## src/rtl/dcache_miss_controller.sv

```systemverilog
// -----------------------------------------------------------------------------
// dcache_miss_controller
//
// Sequencing FSM for a write-back, direct-mapped data cache sitting in front of
// a shared single-port main memory. Hits are served in the request cycle with
// no stall. A miss stalls the PC, runs an optional dirty-victim writeback (WB),
// then a line fill (FILL), then a single cache update (UPDATE). After that the
// held request replays in IDLE as a hit.
//
// Optional build macro: DCACHE_STATS_EN adds saturating hit/miss/writeback
// counters. The FSM behaves identically with or without the macro.
//
// Parameters:
//   MEM_LATENCY  cycles per main-memory access (1 .. 2**CNT_W)
//   CNT_W        width of the internal latency counter
//
// Ports:
//   clk_i               system clock, rising edge
//   reset_n_i           asynchronous active-low reset
//   req_valid_i         LW/SW present in the memory stage
//   req_write_i         1 = SW, 0 = LW (qualified by req_valid_i)
//   cache_hit_i         tag match and valid for the request address
//   cache_dirty_i       indexed (victim) line is dirty
//   pc_enable_o         1 = pipeline advances, 0 = stall
//   we_cache_o          cache line write strobe
//   cache_input_type_o  cache write data source: 0 = memory, 1 = store data
//   set_valid_o         valid bit written with we_cache_o
//   set_dirty_o         dirty bit written with we_cache_o
//   mem_re_o            memory read in progress
//   mem_we_o            memory write in progress
//   mem_addr_sel_o      0 = request address, 1 = victim tag and index
//   load_done_o         one-cycle pulse, LW data valid
//   busy_o              FSM not in IDLE
//   hit_count_o         (DCACHE_STATS_EN) non-replay hits
//   miss_count_o        (DCACHE_STATS_EN) detected misses
//   wb_count_o          (DCACHE_STATS_EN) victim writebacks started
// -----------------------------------------------------------------------------
module dcache_miss_controller #(
    parameter int MEM_LATENCY = 4,
    parameter int CNT_W       = 8
) (
    input  logic        clk_i,
    input  logic        reset_n_i,
    input  logic        req_valid_i,
    input  logic        req_write_i,
    input  logic        cache_hit_i,
    input  logic        cache_dirty_i,
    output logic        pc_enable_o,
    output logic        we_cache_o,
    output logic        cache_input_type_o,
    output logic        set_valid_o,
    output logic        set_dirty_o,
    output logic        mem_re_o,
    output logic        mem_we_o,
    output logic        mem_addr_sel_o,
    output logic        load_done_o,
    output logic        busy_o
`ifdef DCACHE_STATS_EN
    ,
    output logic [31:0] hit_count_o,
    output logic [31:0] miss_count_o,
    output logic [31:0] wb_count_o
`endif
);

    typedef enum logic [1:0] {
        ST_IDLE   = 2'd0,
        ST_WB     = 2'd1,
        ST_FILL   = 2'd2,
        ST_UPDATE = 2'd3
    } state_e;

    // Counter reload value: a transfer lasts cnt = LAT-1 down to 0 inclusive.
    localparam logic [CNT_W-1:0] LAT_M1 = CNT_W'(MEM_LATENCY - 1);
    localparam logic [CNT_W-1:0] CNT_ZERO = {CNT_W{1'b0}};
    localparam logic [CNT_W-1:0] CNT_ONE  = CNT_W'(1);

    state_e           state_q, state_d;
    logic [CNT_W-1:0] cnt_q, cnt_d;

    logic pc_enable_s;
    logic we_cache_s;
    logic cache_input_type_s;
    logic set_valid_s;
    logic set_dirty_s;
    logic mem_re_s;
    logic mem_we_s;
    logic mem_addr_sel_s;
    logic load_done_s;
    logic busy_s;

    // State and latency counter registers.
    always_ff @(posedge clk_i or negedge reset_n_i) begin
        if (!reset_n_i) begin
            state_q <= ST_IDLE;
            cnt_q   <= CNT_ZERO;
        end else begin
            state_q <= state_d;
            cnt_q   <= cnt_d;
        end
    end

    // Next-state, counter and raw output decode.
    always_comb begin
        state_d            = state_q;
        cnt_d              = cnt_q;
        pc_enable_s        = 1'b1;
        we_cache_s         = 1'b0;
        cache_input_type_s = 1'b0;
        set_valid_s        = 1'b0;
        set_dirty_s        = 1'b0;
        mem_re_s           = 1'b0;
        mem_we_s           = 1'b0;
        mem_addr_sel_s     = 1'b0;
        load_done_s        = 1'b0;
        case (state_q)
            ST_IDLE: begin
                if (req_valid_i) begin
                    if (cache_hit_i) begin
                        if (req_write_i) begin
                            // Store hit writes the line and marks it dirty.
                            we_cache_s         = 1'b1;
                            cache_input_type_s = 1'b1;
                            set_valid_s        = 1'b1;
                            set_dirty_s        = 1'b1;
                        end else begin
                            load_done_s = 1'b1;
                        end
                    end else begin
                        // Write-allocate: LW and SW misses take the same path.
                        pc_enable_s = 1'b0;
                        cnt_d       = LAT_M1;
                        if (cache_dirty_i) begin
                            state_d = ST_WB;
                        end else begin
                            state_d = ST_FILL;
                        end
                    end
                end else begin
                    state_d = ST_IDLE;
                end
            end
            ST_WB: begin
                mem_we_s       = 1'b1;
                mem_addr_sel_s = 1'b1;
                pc_enable_s    = 1'b0;
                if (cnt_q == CNT_ZERO) begin
                    cnt_d   = LAT_M1;
                    state_d = ST_FILL;
                end else begin
                    cnt_d = cnt_q - CNT_ONE;
                end
            end
            ST_FILL: begin
                mem_re_s    = 1'b1;
                pc_enable_s = 1'b0;
                if (cnt_q == CNT_ZERO) begin
                    state_d = ST_UPDATE;
                end else begin
                    cnt_d = cnt_q - CNT_ONE;
                end
            end
            ST_UPDATE: begin
                we_cache_s  = 1'b1;
                set_valid_s = 1'b1;
                pc_enable_s = 1'b0;
                state_d     = ST_IDLE;
            end
            default: begin
                state_d = ST_IDLE;
                cnt_d   = CNT_ZERO;
            end
        endcase
    end

    assign busy_s = (state_q != ST_IDLE);

    // Reset gates the outputs directly so an in-flight memory transfer or a
    // hit-path write is cut off without waiting for a clock edge.
    assign pc_enable_o        = reset_n_i ? pc_enable_s : 1'b1;
    assign we_cache_o         = reset_n_i & we_cache_s;
    assign cache_input_type_o = reset_n_i & cache_input_type_s;
    assign set_valid_o        = reset_n_i & set_valid_s;
    assign set_dirty_o        = reset_n_i & set_dirty_s;
    assign mem_re_o           = reset_n_i & mem_re_s;
    assign mem_we_o           = reset_n_i & mem_we_s;
    assign mem_addr_sel_o     = reset_n_i & mem_addr_sel_s;
    assign load_done_o        = reset_n_i & load_done_s;
    assign busy_o             = reset_n_i & busy_s;

`ifdef DCACHE_STATS_EN
    // Saturating event counter increment.
    function automatic logic [31:0] sat_inc(input logic [31:0] val, input logic en);
        logic [31:0] res;
        if (en && (val != 32'hFFFF_FFFF)) begin
            res = val + 32'd1;
        end else begin
            res = val;
        end
        return res;
    endfunction

    logic        replay_q, replay_d;
    logic [31:0] hit_cnt_q, miss_cnt_q, wb_cnt_q;
    logic        hit_ev_s, miss_ev_s, wb_ev_s;

    // The first IDLE cycle after UPDATE is the replay of the missed access;
    // it is not a new hit.
    assign hit_ev_s  = (state_q == ST_IDLE) & req_valid_i & cache_hit_i & ~replay_q;
    assign miss_ev_s = (state_q == ST_IDLE) & req_valid_i & ~cache_hit_i;
    assign wb_ev_s   = miss_ev_s & cache_dirty_i;

    // Replay flag: set by UPDATE, cleared by any IDLE cycle.
    always_comb begin
        replay_d = replay_q;
        case (state_q)
            ST_IDLE:   replay_d = 1'b0;
            ST_UPDATE: replay_d = 1'b1;
            default:   replay_d = replay_q;
        endcase
    end

    // Statistics registers.
    always_ff @(posedge clk_i or negedge reset_n_i) begin
        if (!reset_n_i) begin
            replay_q   <= 1'b0;
            hit_cnt_q  <= 32'd0;
            miss_cnt_q <= 32'd0;
            wb_cnt_q   <= 32'd0;
        end else begin
            replay_q   <= replay_d;
            hit_cnt_q  <= sat_inc(hit_cnt_q, hit_ev_s);
            miss_cnt_q <= sat_inc(miss_cnt_q, miss_ev_s);
            wb_cnt_q   <= sat_inc(wb_cnt_q, wb_ev_s);
        end
    end

    assign hit_count_o  = hit_cnt_q;
    assign miss_count_o = miss_cnt_q;
    assign wb_count_o   = wb_cnt_q;
`endif

endmodule

```

## config.mk

```make
export PLATFORM = sky130hd
export DESIGN_NAME = dcache_miss_controller
export DESIGN_NICKNAME = d
export VERILOG_FILES = /design/src/rtl/dcache_miss_controller.sv
export SDC_FILE = /design/constraint.sdc
export NUM_CORES = 1
export LEC_CHECK = 0
export ABC_AREA = 1
export BUFFER_PORTS_ARGS = -buffer_cell sky130_fd_sc_hd__buf_2
export CORE_ASPECT_RATIO = 1.25
export CORE_UTILIZATION = 35
export DETAILED_ROUTE_END_ITERATION = 10
export PLACE_DENSITY = 0.62
export RECOVER_POWER = 25
export SLEW_MARGIN = 20
export SYNTH_ARGS = -nofsm -noshare
export SYNTH_HDL_FRONTEND = slang
export SYNTH_SLANG_ARGS = --single-unit
```

## constraint.sdc

```tcl
create_clock -name clk_i -period 1.45 [get_ports clk_i]
set_input_delay 0.29 -clock clk_i [delete_from_list [all_inputs] [get_ports clk_i]]
set_output_delay 0.29 -clock clk_i [all_outputs]
set_load 0.1 [all_outputs]
```

* Word level (Yosys, flattened, before mapping)
Cells that the tools add are included.
** Operators by class
- Reductions and logical operators :: 7
- Bitwise gates (word level) :: 6
- Add/sub/neg operators :: 1
- Mux-type cells :: 26
- Equal/unequal tests :: 9
** Operators by type and width (count)
- 8-bit 2-to-1 mux :: 4
- 8-bit one-hot mux with 3 select lines :: 1
- 1-bit 2-to-1 mux :: 13
- 2-bit 2-to-1 mux :: 5
- 2-bit inequality test, second input constant :: 5
- 8-bit logical NOT :: 1
- 2-bit one-hot mux with 4 select lines :: 1
- 8-bit by 1-bit subtractor with 8-bit output, second input constant :: 1
- 1-bit bitwise AND :: 6
- 2-bit == test, second input constant :: 2
- 1-bit one-hot mux with 2 select lines :: 2
- 4-bit AND reduction :: 1
- 3-bit inequality test, second input constant :: 1
- 3-bit AND reduction :: 1
- 3-bit nonzero test :: 1
- 3-bit OR reduction :: 1
- 2-bit by 1-bit == test with 1-bit output, second input constant :: 1
- 2-bit logical NOT :: 1
- 2-bit nonzero test :: 1
** Word-level totals
- Bits of input ports :: 6
- Logic and storage cells :: 51
- Bits in registers :: 10

* Longest topological paths before layout
- Depth after elaboration :: 5
- Gate-level depth with buffers :: 9

* Worst setup path after synthesis
Ideal clock, no wire load.
- Path type :: register -> output
- From :: register state_q[0]
- To :: output port we_cache_o
- Arrival :: 5.062 ns
- Buffers on the path :: 1
- Required time :: 1.160 ns
- Slack :: -3.902 ns
- Stages on the path, launching flop included :: 8
- Cells stage by stage :: dfrtp_1 > inv_1 > ha_1 > nand3_1 > nor3b_1 > a21oi_1 > nor2_1 > buf_4
** Between the ends
- Longest elaborated chain between the ends :: 3
** Ends and longest elaborated chain
- from (decl) :: line 78 : state_e state_q, state_d;
- from (signal assigned) :: line 98 : state_q <= state_d;
- 2-bit == test / 2-bit logical NOT (equally long branches)
- 1-bit one-hot mux with 2 select lines (*)
- 1-bit bitwise AND (*)
- to (decl) :: line 49 : output logic we_cache_o,
Every way passes the cells marked *; elsewhere a longest branch is shown, timed or not.

* Worst setup path in the final report
- From :: register state_q[0]
- To :: output port we_cache_o
** Between the ends
- Longest elaborated chain between the ends :: 3
** Ends and longest elaborated chain
- 2-bit == test / 2-bit logical NOT (equally long branches) :: line 116 : case (state_q)
- 1-bit one-hot mux with 2 select lines (*) :: line 116
- 1-bit bitwise AND (*) :: line 181 : assign we_cache_o = reset_n_i & we_cache_s;
Marked as above.

==> results.txt <==
After global routing, the most crowded layer is met2. The non-filler instance count after layout came out at approximately 200. The sequential cell fraction of total power is 14.1%. The clock edge transition at the registers on the reported setup and hold paths is around 0.07 ns. The floorplan row count is 20.

Of the total power, combinational logic draws 79.8%. The number of flops mapped to enable cells by yosys is 0. The number of max-cap violations came out at 0. The biggest area contributor in the post-synthesis netlist is sky130_fd_sc_hd__dfrtp_1.

Leaving out fill and tap cells, the most frequent cell in the layout is sky130_fd_sc_hd__nand2_1. The checks that failed: negative setup slack. The share of total power in the clock network is about 6.1%. The area enclosed by the die boundary is 2775 um^2. At the later pin of the worst-skew pair, clock insertion delay measures 0.27 ns.

The mean number of vias per cell came out at roughly 4.8. Setup repair after global routing could not meet its margin everywhere. The routed layout has 949 vias. The mapped netlist covers 898.4 um^2.

The first-pass GRT wire length is 3732 um. The worst register-to-register path begins at state_q[1]. The critical path is of the flip-flop to output port type. The worst reg-to-reg path cell count is 10.

The fraction of layout cells with a size suffix above 1 is a little over half. The number of I/O port buffers came out at 15. For this run, global-route usage on met1 was measured as around 22%.

The library cell used as clock root buffer is sky130_fd_sc_hd__clkbuf_4. The synthesized instance count is 127. For this run, the detailed router's first-pass iteration total came to 4. Summing all flip-flop and latch instances after layout gives between 200 and 300 um^2.

In this run, the number of DRC markers left after iteration 0 of detailed routing was 34. The mean instance size in the synthesized netlist came out at 7.074 um^2. The number of CTS-inserted buffers came out at 3. The count of antenna diodes in the layout came out at 0.

The via count of the first global-routing pass came out at 887. Global routing consumed, on the met2 layer, between 30% and 40% of the routing resources. The number of buffers and inverters on the critical path is 2. For this design, the sink count on the clock tree is 10. For the pin with the worst max-slew slack, the measured transition is 0.4230 ns. The maximum frequency from static timing analysis is 544.8 MHz.

The path class of the lowest-slack min-delay path is input pin to async pin. The worst relative slew slack is 71.80%. The portion of synthesized cell area occupied by the leading cell type came out at approximately 28%. The critical path starts at state_q[0].

The half-perimeter wire length of the detailed placement result came out at between 1500 and 2000 um. The number of logic stages on the critical path including buffering came out at 7. The setup-violating endpoint count in the final report came out at 15. The distinct cell type count of the synthesized netlist is 26. The internal portion of the total power is 0.001462 W. The proportion of synthesized chip area in sequential cells came out at 27.86%. The total count of max-transition violations in the final report is 0. VDD sags by at most 1.128 mV. The predominant post-synthesis flop cell is sky130_fd_sc_hd__dfrtp_1. In the finished design, the share of the clock period the worst path needs comes to 126.6%.

The wire length per cell came out at 12.40 um. The worst setup path is launched from a flip-flop. Measured along the x axis, the die boundary spans 47.32 um. The share of total power consumed by net switching came out at 54.36%. The remaining number of nets flagged by the antenna check after routing came out at 0. The aggregate routed wire length came out at around 2400 um. The initial core utilization is 37.01%. The worst setup path is captured at an output port. The library cells used most frequently in the layout, excluding fill and tap cells, are 27 x sky130_fd_sc_hd__nand2_1, 20 x sky130_fd_sc_hd__buf_4, 12 x sky130_fd_sc_hd__inv_1. The flip-flop and latch count after synthesis is 10. The critical path ends at we_cache_o. The congestion estimate from routability-driven global placement came to 0.8534. The number of antenna violations at the first check in global routing is 0. The maximum fanout encountered on the critical timing path is 2. The total global routing track utilization came out at about a fifth. The area of the core came out at 2427 um^2. Yosys attributes the largest share of cell area to sky130_fd_sc_hd__dfrtp_1 28%, sky130_fd_sc_hd__nand2_1 14%, sky130_fd_sc_hd__ha_1 9.7%. The maximum number of pins on one net before global-route repair came out at 9. CTS built an H-tree with a depth of 1. The worst slack on hold paths came out at around 0.23 ns. The maximum buffer depth of the clock tree is 2. The share of synthesized registers carrying an async set or reset is 100.0%. The cell leakage power came out at a little under 0.7 nW. The final worst setup slack came out at -0.3854 ns. Walking the worst path, the cells encountered are inv_2, ha_4, nand3_4, nor3b_4, a21oi_2, nor2_4, buf_12. Counting every net in the synthesized netlist gives 140. On the worst path, the slowest cell contributes a delay of 0.38 ns. The global-route track usage on met3 is 4.294%. Among cell families on the critical path, the largest total delay comes from simple AND/OR/NAND/NOR gates. The net switching power figure is about 0.0017 W. The power density over the cells is around 2100 nW/um^2.

The cell count after placement is about 190. The footprint of the multi-input gates is roughly 700 um^2. The design draws between 0.003 and 0.004 W.

The fill cell instance count of the final layout came out at 212. In this run the critical register-to-register path is captured at cnt_q[2]. The number of remaining DRC errors is 0. For the finished layout, the period the worst path requires is around 1.8 ns. For this run the aggregate overflow at the end of global routing stands at 0. STA puts the critical path data arrival time at roughly 1.6 ns. Measured along the y axis, the die boundary spans 58.65 um. The boundary pin count is 16. The growth of design area from synthesis to finish is 69.64%.

The final-report hold violation count is 0. The register-to-register setup slack came out at -0.08 ns. The run finished, with violations left.

Across the routed clock network, the largest skew measured is 0.01458 ns. TritonCTS built the clock tree. Data on the critical path is required at its endpoint by 1.16 ns. The worst-path cell with the longest stage delay is sky130_fd_sc_hd__dfrtp_1. The number of nets in the final layout is around 180. The number of warnings reported in the yosys synthesis log is 0.
==> power by group through the flow <==
stage          logic (W)  registers [W]  clock network, W
6_report         0.00256       0.000451          0.000194
5_1_grt          0.00276       0.000462          0.000209
3_5_place_dp     0.00211       0.000454                 0
4_1_cts          0.00222       0.000449          0.000200
2_1_floorplan    0.00150       0.000444                 0
3_3_place_gp     0.00206       0.000452                 0
==> state kept, by name, summed over array words and instances (netlist names) <==
| register | cells |
|---|---|
| state_q | 2 |
| cnt_q | 8 |
==> cell usage after synthesis (2+ instances only) <==
cell / number
sky130_fd_sc_hd__nor2_2: 2
sky130_fd_sc_hd__nor2_1: 8
sky130_fd_sc_hd__xor2_1: 2
sky130_fd_sc_hd__nand3_1: 10
sky130_fd_sc_hd__inv_2: 4
sky130_fd_sc_hd__a21oi_1: 3
sky130_fd_sc_hd__nand2_1: 33
sky130_fd_sc_hd__nand2_4: 2
sky130_fd_sc_hd__o21ai_0: 9
sky130_fd_sc_hd__ha_1: 7
sky130_fd_sc_hd__inv_1: 17
sky130_fd_sc_hd__dfrtp_1: 10
sky130_fd_sc_hd__o21ai_2: 5
sky130_fd_sc_hd__buf_4: 3
==> layer usage <==
layer	part of all wire, %	vias up	wire length, um
met2	54	20	1309
met3	3.4	8	83
met5	0	-	0
met4	2.8	0	68
li1	-	479	-
met1	40	442	981
==> final cells by class <==
class / instances / share of cell area, %
well taps: 33 / 2.709
inverters: 22 / 6.732
clock buffers: 3 / 1.478
flip-flops and latches: 10 / 16.42
multi-input cells: 91 / 46.39
repair buffers: 38 / 26.27
==> timing repair <==
item,4_1_cts,5_1_grt
buffers inserted,1,9
endpoints found under the hold margin,2,0
resized for setup,11,21
hold buffers,1,0
endpoints found under the setup margin,17,19
pin swaps,8,4
==> tightest hold or removal path: stages <==
cell and delay (ns):
sky130_fd_sc_hd__buf_2 0.09, sky130_fd_sc_hd__buf_4 0.18, sky130_fd_sc_hd__clkbuf_1 0.37
==> kinds of logic (layout without fill, tap and decap cells) <==
kind of cell    after synthesis  after routing  share of synthesized area, %
fa+ha+maj                     7              7                         9.749
simple gates                 62             62                         33.29
buf+inv                      26             63                         13.09
compound gates               20             20                         14.07
flops                        10             10                         27.86
xor+xnor                      2              2                         1.950
==> stage by stage <==
stage	util (%)	area (um^2)	setup slack (ns)	setup TNS, ns
after floorplan	-	993.5	-1.391	-5.809
after global placement	54.38	1320	-0.1259	-0.5012
after global routing	62.78	1524	-0.4675	-3.929
final	62.78	1524	-0.3854	-2.926
after detailed placement	54.38	1320	-0.1585	-0.8272
after CTS	57.94	1406	-0.4002	-3.179
==> worst min-delay path by stage <==
stage          cells after the start  slack [ns]  startpoint        to
2_1_floorplan                      0      -0.006   reset_n_i  cnt_q[0]
3_3_place_gp                       2        0.24   reset_n_i  cnt_q[7]
3_5_place_dp                       2        0.24   reset_n_i  cnt_q[7]
4_1_cts                            3        0.13   reset_n_i  cnt_q[4]
5_1_grt                            3        0.28   reset_n_i  cnt_q[4]
6_report                           3        0.23   reset_n_i  cnt_q[4]
(Power assumes the default switching activity.)
